### src/rtl/imem_loader.sv
// Instruction-memory loader: receives a framed byte stream, assembles
// big-endian words, writes them out and gates CPU reset on a good checksum.
module imem_loader #(
  parameter int ADDR_W    = 8,
  parameter int MAX_WORDS = 64
) (
  input  logic              clk,
  input  logic              rst,
  input  logic              start,
  input  logic [7:0]        in_data,
  input  logic              in_valid,
  output logic              in_ready,
  output logic              mem_we,
  output logic [ADDR_W-1:0] mem_addr,
  output logic [31:0]       mem_wdata,
  output logic              cpu_hold,
  output logic              busy,
  output logic              done,
  output logic              err
);

  typedef enum logic [2:0] {
    IDLE, HDR, DATA, WRITE, CSUM, DONE, ERR
  } state_t;

  localparam logic [7:0] MAXN = 8'(MAX_WORDS);

  state_t      state;
  state_t      state_nxt;
  logic [7:0]  n_q;
  logic [7:0]  widx;
  logic [7:0]  csum;
  logic [1:0]  bidx;
  logic [23:0] word;
  logic        xfer;

  assign xfer = in_valid && in_ready;

  // State register
  always_ff @(posedge clk) begin
    if (rst) state <= IDLE;
    else     state <= state_nxt;
  end

  // Next-state and Moore output decode
  always_comb begin
    state_nxt = state;
    in_ready  = 1'b0;
    mem_we    = 1'b0;
    cpu_hold  = 1'b1;
    busy      = 1'b0;
    done      = 1'b0;
    err       = 1'b0;
    case (state)
      IDLE: begin
        if (start) state_nxt = HDR;
      end
      DONE: begin
        done     = 1'b1;
        cpu_hold = 1'b0;
        if (start) state_nxt = HDR;
      end
      ERR: begin
        err = 1'b1;
        if (start) state_nxt = HDR;
      end
      HDR: begin
        in_ready = 1'b1;
        busy     = 1'b1;
        if (xfer) begin
          if (in_data == 8'd0 || in_data > MAXN) state_nxt = ERR;
          else                                    state_nxt = DATA;
        end
      end
      DATA: begin
        in_ready = 1'b1;
        busy     = 1'b1;
        if (xfer && bidx == 2'd3) state_nxt = WRITE;
      end
      WRITE: begin
        mem_we = 1'b1;
        busy   = 1'b1;
        if (widx == n_q - 8'd1) state_nxt = CSUM;
        else                    state_nxt = DATA;
      end
      CSUM: begin
        in_ready = 1'b1;
        busy     = 1'b1;
        if (xfer) begin
          if (in_data == csum) state_nxt = DONE;
          else                 state_nxt = ERR;
        end
      end
      default: state_nxt = IDLE;
    endcase
  end

  // Datapath: counters, byte assembly, checksum and held write port
  always_ff @(posedge clk) begin
    if (rst) begin
      n_q       <= '0;
      widx      <= '0;
      csum      <= '0;
      bidx      <= '0;
      word      <= '0;
      mem_addr  <= '0;
      mem_wdata <= '0;
    end else begin
      case (state)
        IDLE, DONE, ERR: begin
          if (start) begin
            widx <= '0;
            csum <= '0;
            bidx <= '0;
          end
        end
        HDR: begin
          if (xfer) begin
            n_q  <= in_data;
            bidx <= '0;
          end
        end
        DATA: begin
          if (xfer) begin
            word <= {word[15:0], in_data};
            csum <= csum ^ in_data;
            bidx <= bidx + 2'd1;
            if (bidx == 2'd3) begin
              mem_wdata <= {word, in_data};
              mem_addr  <= ADDR_W'({widx, 2'b00});
            end
          end
        end
        WRITE: begin
          widx <= widx + 8'd1;
          bidx <= '0;
        end
        default: ;
      endcase
    end
  end

endmodule
### config.mk
export PLATFORM = sky130hd
export DESIGN_NAME = imem_loader
export DESIGN_NICKNAME = d
export VERILOG_FILES = /design/src/rtl/imem_loader.sv
export SDC_FILE = /design/constraint.sdc
export NUM_CORES = 1
export LEC_CHECK = 0
export ABC_AREA = 1
export BUFFER_PORTS_ARGS = -buffer_cell sky130_fd_sc_hd__buf_2
export CAP_MARGIN = 20
export CORE_MARGIN = 3
export CORE_UTILIZATION = 51
export DETAILED_ROUTE_END_ITERATION = 7
export PLACE_DENSITY = 0.84
export SETUP_SLACK_MARGIN = 0.05
export SLEW_MARGIN = 10
export SYNTH_ARGS = -nofsm -noshare
export SYNTH_HDL_FRONTEND = slang
export SYNTH_SLANG_ARGS = --single-unit
export TNS_END_PERCENT = 30
### constraint.sdc
create_clock -name clk -period 1.53 [get_ports clk]
set_clock_uncertainty 0.05 [all_clocks]
set_input_delay 0.306 -clock clk [delete_from_list [all_inputs] [get_ports clk]]
set_output_delay 0.306 -clock clk [all_outputs]
set_load 0.01 [all_outputs]
== Yosys cells after proc, flatten, opt, wreduce, memory -nomap -nowiden ==
Cells that the tools add are included.
Word-level totals
  register bits after elaboration: 91
  input port bits: 12
  logic and storage cells: 67
Operators by class
  add/subtract/negate cells: 3
  magnitude comparators: 1
  equal/unequal tests: 14
  multiplexer cells: 22
  bitwise logic cells: 1
  reduce and logical (&&, ||, !) cells: 18
Operator list (number)
  $pmux W8 S2: 2
  $mux W3: 6
  $eq A8 B8 Y1: 2
  $mux W8: 2
  $pmux W3 S5: 1
  $eq A3 B3 Y1 const B: 3
  $add A8 B1 Y8 const B: 1
  $gt A8 B7 Y1 const B: 1
  $logic_not A8 Y1: 1
  $mux W2: 4
  $ne A2 B2 Y1 const B: 4
  $pmux W2 S4: 1
  $reduce_and A4 Y1: 2
  $sub A8 B1 Y8 const B: 1
  $xor A8 B8 Y8: 1
  $eq A3 B2 Y1 const B: 2
  $mux W1: 6
  $reduce_and A2 Y1: 3
  $reduce_and A3 Y1: 2
  $reduce_or A3 Y1: 2
  $reduce_bool A2 Y1: 2
  $reduce_bool A4 Y1: 1
  $reduce_or A4 Y1: 1
  $eq A3 B1 Y1 const B: 1
  6 further kinds: 7

== Depth between registers and ports, before layout ==
Gate-level depths: netlist (run 1).
  depth after elaboration: 7
  depth in mapped cells: 15

== Worst setup path before layout (run 1) ==
Ideal clock, no wire load.
  kind: register to register
  start: register n_q[0]
  end: register state[1]
  data arrival time: 1.409 ns
  path slack: -0.061 ns
  cell stages (with the launch flop): 13
  buffers on the path: 0
  period minus slack after synthesis: 1.591 ns
  path through: dfxtp_1 -> inv_1 -> ha_1 -> xor2_1 -> nand2_1 -> nor2_1 -> nand3_1 -> nor2_1 -> nand2_1 -> nand2_1 -> nand2_1 -> nand2_1 -> a21oi_1
On the way
  cells in the longest elaborated chain, start to end: 4
Ends and longest elaborated chain
  start: declaration: RTL line 30  | logic [7:0] n_q;
  start signal: assignment: RTL line 119  | n_q <= in_data;
  $sub A8 B1 Y8: RTL line 83  | if (widx == n_q - 8'd1) state_nxt = CSUM;
  $eq A8 B8 Y1: RTL line 83
  $mux W3: RTL line 83
  $pmux W3 S5: RTL line 54  | case (state)
  end signal: assignment: RTL line 42  | else state <= state_nxt;
  end: declaration: RTL line 28  | state_t state;
No other way between the ends.
A chain may end at the register's enable or synchronous reset.

== Final worst setup path (run 1) ==
  start: register n_q[2]
  end: register state[2]
The elaborated chain is that of the path after synthesis.

==> results.json, run 1 <==
{
  "status": "complete, but fails checks",
  "violations": "negative setup slack",
  "min_to": "word[4]",
  "wire_per_inst_um": 19.7,
  "reg2reg_slack_ps": -410,
  "cpPeakStageDelay_ps": 390,
  "num_antenna_cells": 0,
  "crit_cells": 9,
  "vias": 4577,
  "holdPathStages": 3,
  "path_clk_slew_ps": 100,
  "criticalPathCategory": "reg2reg",
  "period_minus_slack_ps": 1940,
  "syn_inst": 533,
  "worstPathCellList": "nor2_1 > nand4_1 > nand3b_1 > nand2_1 > nor2_1 > nand3_1 > nand2_1 > nand2_1 > a21oi_2",
  "rsz0062_at_grt": "true",
  "synth-seq-cells": 91,
  "synthToLayoutAreaGrowth_pct": 40.0,
  "yosysSeqAreaShare": 0.459,
  "clkPwrFrac": 0.208,
  "syn-mean-instance-area_um2": 7.44,
  "drc": 0,
  "die_w_um": 94.2,
  "clock-sinks": 91,
  "total_power_mw": 8.87,
  "drive_gt1_frac": 0.338,
  "final_nets": 657,
  "ys_types": 32,
  "port_buffers": 55,
  "critPathBufInv": 0,
  "finalSetupViolCount": 91,
  "hold_viol_final": 0,
  "gp_congestion": 0.897,
  "fmax_ghz": 0.517,
  "clkLatencyLatePin_ps": 380,
  "grt_start_max_net_pins": 73,
  "grt_usage": 0.263,
  "path_common_cell": "nand2_1",
  "h-tree-depth": 3,
  "ant_nets": 0,
  "tritoncts": "done",
  "fin_area_um2": 5550,
  "wirelength_mm": 14.7,
  "leakagePower_nw": 2.23,
  "crit_slowest_cell": "dfxtp_1",
  "grt_pass1_wl_mm": 18.4,
  "fin_util": 0.749,
  "swShare": 0.389,
  "power_switching_mw": 3.46,
  "clockRootBuffer": "clkbuf_8",
  "grt_pass1_vias": 3884,
  "hp-class": "in2reg",
  "power.internal_mw": 5.42,
  "io_pins": 58,
  "drtIter0Drc": 659,
  "die_h_um": 94.2,
  "antenna_found_initial": 0,
  "cp_max_fo": 4,
  "start_util": 0.535,
  "cp_data_required_time_ps": 1770,
  "crit_family": "simple AND/OR/NAND/NOR gates",
  "r2r_cells": 9,
  "num_rows": 31,
  "ir_drop_uv": 1180,
  "ys.warnings.count": 0,
  "finalCritPeriodShare": 1.27,
  "coreArea_um2": 7410,
  "slew-limit-headroom": 0.520,
  "worstPathArrival_ps": 2170,
  "synth_area_um2": 3970,
  "die_area_um2": 8870,
  "pwr-share-comb": 0.474,
  "cts_made_buffers": 9,
  "critPathLaunchType": "flip-flop",
  "powerDensity_nw_per_um2": 1600,
  "r2r-end": "state[2]",
  "via_per_inst": 6.14,
  "fin_hold_ws_ps": 218,
  "hp-start": "in_data[4]",
  "gr-total-overflow": 0,
  "worstSetupEndpointType": "flip-flop",
  "slew_violations": 0,
  "fin_ws_ps": -406,
  "cap_violations": 0,
  "first_pass_iters": 6,
  "place_hpwl_mm": 6.93,
  "seq_power_share": 0.318,
  "worst_pin_slew_ps": 719,
  "worstReg2RegStart": "n_q[2]",
  "dpl_cell_area_um2": 4530,
  "clock_path_buffers": 2
}
power by group through the flow:
stage | Combinational [mW] | Sequential [mW] | Clock (mW)
CTS | 2.95 | 2.75 | 1.83
finish | 4.20 | 2.82 | 1.85
floorplan | 1.63 | 2.74 | 0
global placement | 2.15 | 2.77 | 0
global route | 4.39 | 2.83 | 1.94
detailed placement | 2.25 | 2.78 | 0
cells in the final DEF (no fill, tap or decap), drive strengths merged:
master    instances
o21ai            26
nand3            55
ha                3
clkinv            1
bufinv            2
o211ai            1
inv              36
a221oi            1
buf             121
xor2              9
nand2           125
or3               4
nor2             37
nand3b            7
a211oi            9
nor4              1
clkbuf           15
dfxtp            91
nand4             3
a21oi            82
nor3              6
xnor2             4
conb              2
clkinvlp          6
logic make-up after synthesis:
family | synth area share
AO/OA/AOI/OAI | 0.161
XOR/XNOR | 0.0287
buffers and inverters | 0.0751
other | 0.000945
adder cells (fa/ha/maj) | 0.00946
AND/OR/NAND/NOR | 0.266
flip-flops | 0.459
repair_timing:
| item | 4_1_cts | 5_1_grt |
|---|---|---|
| hold buffers | 0 | 0 |
| gates cloned | 1 | 6 |
| endpoints found under the setup margin | 64 | 97 |
| setup buffers | 13 | 17 |
| pin swaps | 10 | 21 |
| gates resized for setup | 53 | 82 |
Yosys cell counts, drive strengths merged:
master	count	share of area
o21ai	26	0.034
xnor2	4	0.0088
buf	16	0.024
a221oi	1	0.0022
nand3	55	0.069
nand3b	7	0.013
inv	37	0.036
nand2	125	0.12
nand4	3	0.0047
nor2	37	0.042
xor2	9	0.020
nor3	6	0.0076
o211ai	1	0.0032
dfxtp	91	0.46
or3	4	0.0063
conb	1	0.00095
a21oi	82	0.10
a211oi	9	0.017
clkbuf	15	0.015
ha	3	0.0095
nor4	1	0.0016
worst min-delay path, cell delays in order:
cell	delay (ps)
buf_2	140
nand2_1	80
a21oi_1	60
layer usage:
| metal | up-vias | global-route usage | wire length [um] |
|---|---|---|---|
| li1 | 1978 | - | - |
| met5 | - | 0 | 0 |
| met4 | 0 | 0.148 | 958 |
| met1 | 2097 | 0.332 | 5360 |
| met2 | 386 | 0.427 | 6870 |
| met3 | 116 | 0.0377 | 1490 |
sequential cells by signal, summed over array words and instances, names as in the netlist:
register,cells
bidx,2
mem_wdata,32
csum,8
word,24
widx,8
mem_addr,6
n_q,8
state,3
per-stage QoR:
step	worst slack [ps]	TNS (ps)	instances
2_1_floorplan	44.5	0	534
3_3_place_gp	-58.5	-454	695
3_5_place_dp	-172	-1690	695
4_1_cts	-202	-8610	725
5_1_grt	-467	-23120	746
6_report	-406	-18310	746
worst max path at each step:
stage	endpoint	from	slack, ps
after detailed placement	csum[3]	state[1]	-170
final	state[2]	n_q[2]	-410
after CTS	in_ready	state[1]	-200
after global routing	state[2]	n_q[2]	-470
after global placement	csum[1]	state[1]	-60
after floorplan	state[1]	n_q[0]	40
final cells by class:
type,count,area (um2)
sequential,91,1840
multi-input combinational,375,2120
timing repair buffer,125,1060
fill,449,1860
inverter,37,160
clock buffer,11,141
tap,99,124
timing repair inverter,3,22.5
clock inverter,5,83.8
Power figures use the tool's default switching activity.
==> run 2: changes to the inputs <==
Settings changed: CELL_PAD_IN_SITES_DETAIL_PLACEMENT set to 1, CELL_PAD_IN_SITES_GLOBAL_PLACEMENT set to 2, CORE_UTILIZATION 51 to 32, PLACE_DENSITY 0.84 to 0.87.
Clock period 1.53 ns to 1.93 ns, I/O delays scaled along.
==> results.json, run 2 (synthesis gave the netlist of run 1 again) <==
{
  "dp_slack_ps": 106,
  "h-tree-depth": 3,
  "gr-total-overflow": 0,
  "via_per_inst": 4.94,
  "drc": 0,
  "busiest_layer": "met2",
  "cap_violations": 0,
  "r2r_cells": 11,
  "grt_usage": 0.165,
  "vias": 3734,
  "die_w_um": 117,
  "met3_usage": 0.0395,
  "rsz0062_at_grt": "true",
  "clockRootBuffer": "clkbuf_16",
  "clock_path_buffers": 2,
  "grt_pass1_vias": 3798,
  "worstPathArrival_ps": 1360,
  "drtIter0Drc": 127,
  "globalRouteMet1Util": 0.211,
  "final_nets": 598,
  "cts-hold-fix-buffers": 0,
  "period_minus_slack_ps": 1800,
  "dpl_cell_area_um2": 4410,
  "worst_pin_slew_ps": 544,
  "synthToLayoutAreaGrowth_pct": 19.7,
  "start_util": 0.329,
  "largest_reg_flops": 32,
  "grt_pass1_wl_mm": 18.6,
  "slew_violations": 0,
  "grt_start_max_net_pins": 73,
  "cp_max_fo": 8,
  "drive_gt1_frac": 0.182,
  "worstSetupEndpointType": "output pin",
  "first_pass_iters": 4,
  "antenna_found_initial": 0,
  "path_clk_slew_ps": 60,
  "slew-limit-headroom": 0.637,
  "finalSetupViolCount": 0,
  "hp-class": "in2reg",
  "hold_viol_final": 0,
  "setup_tns_ps": 0,
  "io_pins": 58,
  "top_regs": "mem_wdata (32), word (24)",
  "fin_area_um2": 4750,
  "reg2reg_slack_ps": 210,
  "die_h_um": 117,
  "fin_ws_ps": 133,
  "critPathLaunchType": "flip-flop",
  "tritoncts": "done",
  "wirelength_mm": 11.3,
  "finalCritPeriodShare": 0.931,
  "num_rows": 40,
  "num_antenna_cells": 0,
  "cts_made_buffers": 9,
  "leakagePower_nw": 1.86,
  "gp_congestion": 0.813,
  "clkLatencyLatePin_ps": 340,
  "ir_drop_uv": 458,
  "clock-sinks": 91,
  "status": "finished clean",
  "criticalPathCategory": "reg2out",
  "layout_common_cells": "nand2_1 (120), dfxtp_1 (88), a21oi_1 (81)",
  "wire_per_inst_um": 14.9,
  "port_buffers": 55,
  "powerDensity_nw_per_um2": 1180,
  "holdPathStages": 3,
  "die_area_um2": 13800,
  "largest_register": "mem_wdata",
  "cp_data_required_time_ps": 1490,
  "fmax_ghz": 0.557,
  "total_power_mw": 5.60,
  "place_hpwl_mm": 8.04,
  "final_common_cell": "nand2_1",
  "coreArea_um2": 12100,
  "ant_nets": 0,
  "grtUsageMet2": 0.272
}
==> run 2: cell count changes in the layout (fill, tap and decap cells not counted), sizes merged <==
cell / previous run / this run
clkbuf: 15 / 11
clkinvlp: 6 / 0
bufinv: 2 / 0
clkinv: 1 / 4
inv: 36 / 38
buf: 121 / 69
==> run 2: stage by stage <==
step	std cells	utilization	hold slack, ps
5_1_grt	756	0.393	310
4_1_cts	755	0.390	304
2_1_floorplan	534	-	395
3_5_place_dp	737	0.366	403
3_3_place_gp	737	0.366	397
6_report	756	0.393	306
==> run 2: layer usage <==
metal | vias to the layer above | share of wire
met5 | - | 0
met4 | 0 | 0.021
met3 | 19 | 0.030
met2 | 56 | 0.47
met1 | 1799 | 0.48
li1 | 1860 | -
==> run 2: final timing paths <==
| path | endpoint | startpoint |
|---|---|---|
| min reg2reg | mem_wdata[2] | mem_wdata[2] |
| max reg2reg | state[2] | n_q[1] |
| max | in_ready | state[0] |
| min | word[7] | in_data[7] |
==> run 2: area by class of cell <==
| cell class | instances | area (um2) |
|---|---|---|
| clock inverters | 5 | 36.3 |
| inverters | 37 | 144 |
| well taps | 168 | 210 |
| multi-input cells | 375 | 1880 |
| repair buffers | 69 | 405 |
| clock buffers | 11 | 243 |
| fillers | 1488 | 7320 |
| flip-flops and latches | 91 | 1830 |
==> run 2: power by group <==
group	switching (mW)	total, mW	leakage, nW	internal [mW]
combinational	1.15	1.75	0.983	0.597
sequential	0.137	2.18	0.736	2.04
clock	0.753	1.67	0.140	0.913
==> run 2: worst max-delay path, cell delays in order, from the launching register on <==
cell	delay [ps]
dfxtp_1	330
inv_2	80
nand2_2	80
nor2_4	150
inv_6	80
nand2_2	80
inv_1	40
nand2_1	60
buf_2	130
==> run 2: repair_timing <==
action / CTS / global route
endpoints found under the hold margin: 0 / 0
gates resized for setup: 3 / 8
buffers inserted: 2 / 1
cloned: 0 / 0
endpoints found under the setup margin: 1 / 8
pin swaps: 2 / 2
==> run 3: changes to the inputs <==
==> constraint.sdc (replaced) <==
create_clock -name clk -period 1.93 [get_ports clk]
set_clock_uncertainty 0.05 [all_clocks]
set_input_delay 0.2895 -clock clk [delete_from_list [all_inputs] [get_ports clk]]
set_output_delay 0.2895 -clock clk [all_outputs]
set_load 0.01 [all_outputs]
==> results.json, run 3 (synthesis gave the netlist of run 1 again) <==
{
  "status": "finished clean",
  "largest_reg_flops": 32,
  "grt_pass1_vias": 3595,
  "num_antenna_cells": 0,
  "rsz0062_at_grt": "true",
  "dp_slack_ps": 87.7,
  "place_hpwl_mm": 7.73,
  "grt_pass1_wl_mm": 18.1,
  "cp_max_fo": 8,
  "vias": 3635,
  "synthToLayoutAreaGrowth_pct": 18.4,
  "die_w_um": 117,
  "via_per_inst": 4.84,
  "period_minus_slack_ps": 1840,
  "wire_per_inst_um": 14.3,
  "tritoncts": "done",
  "drive_gt1_frac": 0.172,
  "grt_usage": 0.160,
  "leakagePower_nw": 1.83,
  "gr-total-overflow": 0,
  "finalSetupViolCount": 0,
  "die_h_um": 117,
  "layout_common_cells": "nand2_1 (121), dfxtp_1 (90), a21oi_1 (81)",
  "coreArea_um2": 12100,
  "dpl_cell_area_um2": 4400,
  "slew_violations": 0,
  "num_rows": 40,
  "fin_util": 0.389,
  "clkLatencyLatePin_ps": 340,
  "finalCritPeriodShare": 0.951,
  "die_area_um2": 13800,
  "fin_hold_ws_ps": 221,
  "fmax_ghz": 0.545,
  "hp-class": "in2reg",
  "clock_path_buffers": 2,
  "path_clk_slew_ps": 60,
  "gp_congestion": 0.830,
  "cap_violations": 0,
  "clock-sinks": 91,
  "grt_start_max_net_pins": 73,
  "start_util": 0.329,
  "critPathLaunchType": "flip-flop",
  "antenna_found_initial": 0,
  "h-tree-depth": 3,
  "final_common_cell": "nand2_1",
  "worstPathArrival_ps": 1500,
  "port_buffers": 55,
  "worst_pin_slew_ps": 621,
  "fin_ws_ps": 93.8,
  "largest_register": "mem_wdata",
  "ir_drop_uv": 368,
  "drc": 0,
  "fin_area_um2": 4700,
  "drtIter0Drc": 90,
  "powerDensity_nw_per_um2": 1160,
  "top_regs": "mem_wdata (32), word (24)",
  "worstSetupEndpointType": "output pin",
  "first_pass_iters": 4,
  "ant_nets": 0,
  "slew-limit-headroom": 0.585,
  "cp_data_required_time_ps": 1590,
  "final_nets": 594,
  "clockRootBuffer": "clkbuf_16",
  "io_pins": 58,
  "cts_made_buffers": 9,
  "wirelength_mm": 10.7,
  "hold_viol_final": 0,
  "criticalPathCategory": "reg2out"
}
## run 3: critical path, cell delays in order (launching register included)
cell	delay, ps
dfxtp_1	330
inv_2	90
nand2_2	80
nor2_4	240
inv_6	90
nand2_1	100
inv_1	40
nand2_1	60
buf_2	130
## run 3: metrics by stage
stage | power, mW | setup TNS [ps] | instances
finish | 5.47 | 0 | 751
floorplan | 3.45 | 0 | 534
CTS | 5.48 | 0 | 751
detailed placement | 3.85 | 0 | 736
global route | 5.86 | -116 | 751
global placement | 3.78 | 0 | 736
## run 3: final cells by class
class	instances	area, um2
inverter	37	144
tap	168	210
clock inverter	6	41.3
timing repair buffer	65	375
fill	1520	7370
clock buffer	9	225
multi-input combinational	375	1880
sequential	91	1820
## run 3: routing by layer
metal  routed length [um]  GRT usage  up-vias
li1                     -          -     1854
met1                 5210      0.214     1733
met2                 5150      0.261       36
met3                  218     0.0251       12
met4                  170     0.0616        0
met5                    0          0        -
## run 3: final timing paths
check / slack [ps] / start / depth (start not counted) / to
min: 220 / in_data[0] / 3 / word[0]
max reg2reg: 120 / state[0] / 8 / word[15]
min reg2reg: 410 / mem_wdata[2] / 2 / mem_wdata[2]
max: 90 / state[0] / 8 / in_ready
## run 3: report_power, final
group	total, mW	switching [mW]	internal [mW]
combinational	1.69	1.13	0.566
clock	1.60	0.735	0.867
sequential	2.17	0.131	2.04
total	5.47	1.99	3.47
## run 3: timing repair
| item | 4_1_cts | 5_1_grt |
|---|---|---|
| pin swaps | 0 | 2 |
| endpoints found under the setup margin | 1 | 18 |
| setup buffers | 0 | 0 |
| hold buffers | 0 | 0 |
| gates resized for setup | 1 | 7 |
